--- config.mk ---
export PLATFORM = sky130hd
export DESIGN_NAME = arcade_input_mapper_flat
export DESIGN_NICKNAME = d
export VERILOG_FILES = /design/src/rtl/arcade_input_mapper_if.sv /design/src/rtl/arcade_input_mapper.sv /design/src/flat_wrapper.sv
export SDC_FILE = /design/constraint.sdc
export NUM_CORES = 1
export LEC_CHECK = 0
export CORE_ASPECT_RATIO = 2
export CORE_MARGIN = 5
export CORE_UTILIZATION = 45
export CTS_CLUSTER_DIAMETER = 120
export CTS_CLUSTER_SIZE = 8
export DETAILED_ROUTE_END_ITERATION = 7
export PLACE_DENSITY_LB_ADDON = 0.2
export SYNTH_ARGS = -nofsm -noshare
export SYNTH_HDL_FRONTEND = slang
export SYNTH_SLANG_ARGS = --single-unit
export TNS_END_PERCENT = 50
--- constraint.sdc ---
create_clock -name clk_sys -period 3.6 [get_ports clk_sys]
set_input_delay 0.9 -clock clk_sys [delete_from_list [all_inputs] [get_ports clk_sys]]
set_output_delay 0.9 -clock clk_sys [all_outputs]
set_load 0.02 [all_outputs]
--- src/rtl/arcade_input_mapper_if.sv ---
// Player-input bundle between the HPS front end and the input mapper.
// master: drives PS/2 key events and joystick words, reads the control lines.
// slave : the mapper; consumes events/joysticks, drives the active-low
//         per-player direction, start and coin lines.
interface arcade_input_mapper_if #(
    parameter int PLAYERS = 2
);
    logic [10:0]             ps2_key;
    logic [16*PLAYERS-1:0]   joystick;
    logic [PLAYERS-1:0]      up_n;
    logic [PLAYERS-1:0]      down_n;
    logic [PLAYERS-1:0]      left_n;
    logic [PLAYERS-1:0]      right_n;
    logic [PLAYERS-1:0]      start_n;
    logic [PLAYERS-1:0]      coin_n;

    modport master (
        output ps2_key, joystick,
        input  up_n, down_n, left_n, right_n, start_n, coin_n
    );

    modport slave (
        input  ps2_key, joystick,
        output up_n, down_n, left_n, right_n, start_n, coin_n
    );
endinterface

--- src/rtl/arcade_input_mapper.sv ---
// Arcade player-input front end.
// Decodes PS/2 key events into per-player button latches, ORs them with the
// registered HPS joysticks, resolves opposing directions (optional), shapes
// coins into fixed-length one-shots and drives registered active-low lines.
// Ports:
//   clk_sys  system clock
//   Reset_I  synchronous active-low reset
//   bus      slave side of arcade_input_mapper_if (ps2_key, joystick in;
//            up_n/down_n/left_n/right_n/start_n/coin_n out)
//
// Coin one-shot, per player:
//   state | meaning
//   IDLE  | cnt == 0, armed: waiting for a raw coin rising edge
//   PULSE | cnt  > 0: coin_n low, counting down, edges ignored
//   WAIT  | cnt == 0, not armed: waiting for raw coin to drop before re-arming
module arcade_input_mapper #(
    parameter int PLAYERS      = 2,
    parameter int COIN_CYCLES  = 600000,
    parameter bit SOCD_NEUTRAL = 1'b1
) (
    input  logic                  clk_sys,
    input  logic                  Reset_I,
    arcade_input_mapper_if.slave  bus
);
    // Button index matches the joystick bit order.
    localparam int B_RIGHT = 0;
    localparam int B_LEFT  = 1;
    localparam int B_DOWN  = 2;
    localparam int B_UP    = 3;
    localparam int B_COIN  = 4;
    localparam int B_START = 5;

    localparam logic [23:0] COIN_LOAD = 24'(COIN_CYCLES);

    // {extended, scan code} per player, per button (right, left, down, up, coin, start).
    localparam logic [8:0] KEY_MAP [4][6] = '{
        '{9'h174, 9'h16B, 9'h172, 9'h175, 9'h02E, 9'h016},
        '{9'h034, 9'h023, 9'h02B, 9'h02D, 9'h036, 9'h01E},
        '{9'h04B, 9'h03B, 9'h042, 9'h043, 9'h03D, 9'h026},
        '{9'h074, 9'h06B, 9'h072, 9'h075, 9'h03E, 9'h025}
    };

    logic                 old_tgl;
    logic [5:0]           key_q     [PLAYERS];
    logic [5:0]           joy_q     [PLAYERS];
    logic [23:0]          cnt       [PLAYERS];
    logic [PLAYERS-1:0]   armed;
    logic [PLAYERS-1:0]   coin_prev;

    logic                 key_event;
    logic [PLAYERS-1:0]   res_up, res_down, res_left, res_right, raw_start, raw_coin;

    // Only the six button bits of each joystick slot are consumed.
    logic unused_joy_bits;
    assign unused_joy_bits = ^bus.joystick;

    assign key_event = (bus.ps2_key[10] != old_tgl);

    always_comb begin
        res_up    = '0;
        res_down  = '0;
        res_left  = '0;
        res_right = '0;
        raw_start = '0;
        raw_coin  = '0;
        for (int p = 0; p < PLAYERS; p++) begin
            logic [5:0] raw;
            raw          = key_q[p] | joy_q[p];
            res_left[p]  = raw[B_LEFT]  & ~(SOCD_NEUTRAL & raw[B_RIGHT]);
            res_right[p] = raw[B_RIGHT] & ~(SOCD_NEUTRAL & raw[B_LEFT]);
            res_up[p]    = raw[B_UP]    & ~(SOCD_NEUTRAL & raw[B_DOWN]);
            res_down[p]  = raw[B_DOWN]  & ~(SOCD_NEUTRAL & raw[B_UP]);
            raw_start[p] = raw[B_START];
            raw_coin[p]  = raw[B_COIN];
        end
    end

    always_ff @(posedge clk_sys) begin
        // The joystick input register is a plain pipeline stage.
        for (int p = 0; p < PLAYERS; p++) begin
            joy_q[p] <= bus.joystick[16*p +: 6];
        end
        // Tracking the toggle during reset means no spurious event on exit.
        old_tgl <= bus.ps2_key[10];

        if (!Reset_I) begin
            for (int p = 0; p < PLAYERS; p++) begin
                key_q[p] <= '0;
                cnt[p]   <= '0;
            end
            armed       <= '1;
            coin_prev   <= '0;
            bus.up_n    <= '1;
            bus.down_n  <= '1;
            bus.left_n  <= '1;
            bus.right_n <= '1;
            bus.start_n <= '1;
            bus.coin_n  <= '1;
        end else begin
            for (int p = 0; p < PLAYERS; p++) begin
                for (int b = 0; b < 6; b++) begin
                    if (key_event && (bus.ps2_key[8:0] == KEY_MAP[p][b])) begin
                        key_q[p][b] <= bus.ps2_key[9];
                    end
                end

                if (cnt[p] != 24'd0) begin
                    cnt[p] <= cnt[p] - 24'd1;
                end else if (armed[p]) begin
                    if (raw_coin[p] && !coin_prev[p]) begin
                        cnt[p]   <= COIN_LOAD;
                        armed[p] <= 1'b0;
                    end
                end else if (!raw_coin[p]) begin
                    armed[p] <= 1'b1;
                end
                coin_prev[p]   <= raw_coin[p];
                bus.coin_n[p]  <= (cnt[p] == 24'd0);
            end
            bus.up_n    <= ~res_up;
            bus.down_n  <= ~res_down;
            bus.left_n  <= ~res_left;
            bus.right_n <= ~res_right;
            bus.start_n <= ~raw_start;
        end
    end
endmodule

--- src/flat_wrapper.sv ---
// flat-port wrapper written by rule: the top's interface ports become plain ports
module arcade_input_mapper_flat 
#(
    parameter int PLAYERS      = 2,
    parameter int COIN_CYCLES  = 600000,
    parameter bit SOCD_NEUTRAL = 1'b1
)
  (clk_sys, Reset_I, bus_ps2_key, bus_joystick, bus_up_n, bus_down_n, bus_left_n, bus_right_n, bus_start_n, bus_coin_n);
  arcade_input_mapper_if #(.PLAYERS(PLAYERS)) bus_i ();
  input  logic clk_sys;
  input  logic Reset_I;
  input wire logic [$bits(bus_i.ps2_key)-1:0] bus_ps2_key;
  input wire logic [$bits(bus_i.joystick)-1:0] bus_joystick;
  output wire logic [$bits(bus_i.up_n)-1:0] bus_up_n;
  output wire logic [$bits(bus_i.down_n)-1:0] bus_down_n;
  output wire logic [$bits(bus_i.left_n)-1:0] bus_left_n;
  output wire logic [$bits(bus_i.right_n)-1:0] bus_right_n;
  output wire logic [$bits(bus_i.start_n)-1:0] bus_start_n;
  output wire logic [$bits(bus_i.coin_n)-1:0] bus_coin_n;
  assign bus_i.ps2_key = bus_ps2_key;
  assign bus_i.joystick = bus_joystick;
  assign bus_up_n = bus_i.up_n;
  assign bus_down_n = bus_i.down_n;
  assign bus_left_n = bus_i.left_n;
  assign bus_right_n = bus_i.right_n;
  assign bus_start_n = bus_i.start_n;
  assign bus_coin_n = bus_i.coin_n;
  arcade_input_mapper #(.PLAYERS(PLAYERS), .COIN_CYCLES(COIN_CYCLES), .SOCD_NEUTRAL(SOCD_NEUTRAL)) u_core (.clk_sys(clk_sys), .Reset_I(Reset_I), .bus(bus_i));
endmodule
==> flow_summary.toml <==
[worst_setup_path]
cp_num_buf_inv = 3
cp_common_cell = "buf_4"
cp_slowest_cell = "clkdlybuf4s50_1"
critPathArrivalTime_ns = 2.86
critical_path.max_fanout = 16
worst_path_largest_cell_delay_ns = 0.53
regToRegEndpoint = "u_core.cnt[0][22]$_SDFFCE_PP0P_"
crit_family = "buffers and inverters"
rrSetupSlack_ns = 0.88
crit_chain = "clkdlybuf4s50_1 > buf_4 > o21ai_0 > nor3b_1 > buf_4 > a21oi_1 > o21ai_4 > nor2_1"
start_kind = "primary input"
rr_worst_depth = 5
r2r-start = "u_core.cnt[0][16]$_SDFFCE_PN0P_"
critPathCaptureType = "flip-flop"
worstPathRequired_ns = 3.67
critPathKind = "primary input to flip-flop"

[clocking]
clk_pin_slew_ns = 0.07
clock_tree.htree_level_count = 3
clk_path_buf_depth = 2
postCtsResizedCells = 0
numCtsBuffers = 9
cts_sinks = 89
insertion_delay_ns = 0.33
post_cts_buffers = 0
holdBufCountCts = 0
clock-root-buffer = "clkbuf_16"
cts_tree = "built"

[sta]
min_period_over_period_pct = 77.47
worst_pin_slew_ns = 0.6231
setup_tns_ns = 0
rsz0062_at_grt = "false"
fin_ws_ns = 0.8109
hold_viol = 0
relSlewSlack_pct = 58.46
setup_violations = 0
max_freq_mhz = 358.5
min_period_ns = 2.789
finalMaxSlewViolations = 0
fin_hold_ws_ns = 0.4220
fin_skew_ns = 0.006463

[cells_and_area]
num_antenna_cells = 0
fin_nets = 493
design_area_mm2 = 0.004818
areaGrowthSynthToFinish_pct = 18.71
drive_gt1_share_pct = 8.241

[place]
place_area_mm2 = 0.004532
routabilityCongestion = 0.8563
dp_slack_ns = 0.4503
io_buffers = 36
hpwlAfterDp_um = 6648

[yosys]
ys.flop_type = "dfxtp_1"
synthCells = 403
synth_warnings = 0
synth_edf_count = 36
syn-num-nets = 452
postSynthAreaPerCell_um2 = 10.07
seq_area_frac_synth_pct = 52.77
yosysUniqueCellTypes = 51
syn_area_mm2 = 0.004059
ys_async_sr_fraction_pct = 0
yosys_register_bits = 89

[global_route]
grt_overflow = 0
antenna_found_initial = 0
grt_start_max_net_pins = 25
top_usage_layer = "met2"
grt_usage_pct = 16.52
use_met2_pct = 32.13
use_met1_pct = 16.71
grt_pass1_vias = 3316
met3_usage_pct = 2.993
grt_pass1_wl_um = 14970

[pwr]
p_leak_nw = 1.763
cellPowerDensity_mw_per_mm2 = 834.5
peakVddDrop_mv = 0.3509

[min_path]
holdPathStages = 1
hold_class = "flip-flop to flip-flop"
min_from = "u_core.joy_q[0][11]$_DFF_P_"
hold_path_end = "u_core.bus.start_n[1]$_SDFF_PN1_"

[die]
die_h_um = 144.3
start_util_pct = 45.66
coreArea_mm2 = 0.008890
die_area_mm2 = 0.01113
pin_count = 57
rows = 49
die_w_um = 77.16

[detailed_routing]
first_iter_violations = 168
drt_wl_total_um = 8942
drc = 0
first_pass_iters = 5
wire_per_inst_um = 16.23
vias = 3157
vias_per_cell = 5.730
ant_nets = 0

[outcome]
outcome = "completed"

[flow_run]
max-cap-violations = 0
[worst max-delay path by stage]
stage / startpoint / end / slack, ns / depth (start not counted)
2_1_floorplan: u_core.cnt[0][16]$_SDFFCE_PN0P_ / u_core.cnt[0][0]$_SDFFCE_PP0P_ / 0.92 / 4
4_1_cts: Reset_I / u_core.cnt[0][22]$_SDFFCE_PP0P_ / 0.79 / 8
3_5_place_dp: Reset_I / u_core.cnt[0][20]$_SDFFCE_PP0P_ / 0.45 / 8
3_3_place_gp: Reset_I / u_core.cnt[0][11]$_SDFFCE_PP0P_ / 0.52 / 8
6_report: Reset_I / u_core.cnt[0][22]$_SDFFCE_PP0P_ / 0.81 / 8
5_1_grt: Reset_I / u_core.cnt[0][2]$_SDFFCE_PP0P_ / 0.63 / 8
[logic make-up (layout without fill, tap and decap cells)]
family	Yosys count	after routing	synth area share (%)
compound gates	77	77	12.67
xor+xnor	27	27	5.826
fa+ha+maj	4	4	1.233
buf+inv	24	70	2.774
flops	89	89	52.77
simple gates	182	182	24.72
[cells in the mapped netlist (all sizes together) (5+ instances only)]
| cell | n | area, µm² |
|---|---|---|
| nor3 | 17 | 85.08 |
| nand4 | 6 | 37.54 |
| nand3b | 6 | 45.04 |
| nor2b | 5 | 31.28 |
| o21ai | 17 | 96.35 |
| nand2 | 26 | 97.59 |
| clkbuf | 9 | 43.79 |
| nor2 | 49 | 183.9 |
| buf | 5 | 31.28 |
| xnor2 | 16 | 140.1 |
| inv | 10 | 37.54 |
| or3 | 11 | 75.07 |
| edfxtp | 36 | 1081 |
| or4 | 17 | 138.9 |
| o31ai | 9 | 81.33 |
| xor2 | 11 | 96.34 |
| a211oi | 7 | 52.55 |
| dfxtp | 53 | 1061 |
| and2 | 6 | 37.54 |
| a21oi | 23 | 115.1 |
| nor4 | 18 | 118.9 |
[metal layers]
metal | vias up | routed length, µm
met5 | - | 0
met4 | 0 | 240
met3 | 16 | 293
met2 | 64 | 5011
met1 | 1490 | 3396
li1 | 1587 | -
[power by group]
part / leakage [nW] / internal (mW) / switching [mW]
sequential: 0.854 / 1.32 / 0.219
clock: 0.140 / 0.480 / 0.410
combinational: 0.769 / 0.686 / 0.911
total: 1.76 / 2.48 / 1.54
[placed cells by master, fill, tap and decap left out, drive strengths merged, types with 11 or more instances in the layout]
master,n
nand2,26
xor2,11
inv,14
xnor2,16
nor4,18
nor2,49
clkdlybuf4s50,36
or4,17
or3,11
o21ai,17
a21oi,23
edfxtp,36
dfxtp,53
nor3,17
[stage by stage]
stage | util, % | cells | total power, mW
6_report | 54.20 | 551 | 4.021
3_5_place_dp | 50.98 | 535 | 3.147
2_1_floorplan | - | 403 | 2.758
3_3_place_gp | 50.98 | 535 | 3.093
4_1_cts | 54.20 | 551 | 4.050
5_1_grt | 54.20 | 551 | 4.331
[registers in the layout, indices dropped and copies added, names as in the netlist]
name,count
u_core.armed,2
u_core.bus.down_n,2
u_core.joy_q,12
u_core.bus.coin_n,2
u_core.bus.start_n,2
u_core.old_tgl,1
u_core.bus.left_n,2
u_core.coin_prev,2
u_core.bus.up_n,2
u_core.cnt,48
u_core.bus.right_n,2
u_core.key_q,12
[area by class of cell]
type                    instances  area [µm²]
fillers                       806        4071
flip-flops and latches         89        2142
multi-input cells             290        1804
repair buffers                 44       420.4
clock buffers                   9       225.2
well taps                     102       127.6
clock inverters                 7       61.31
inverters                      10       37.54
Power figures use the tool's default switching activity.
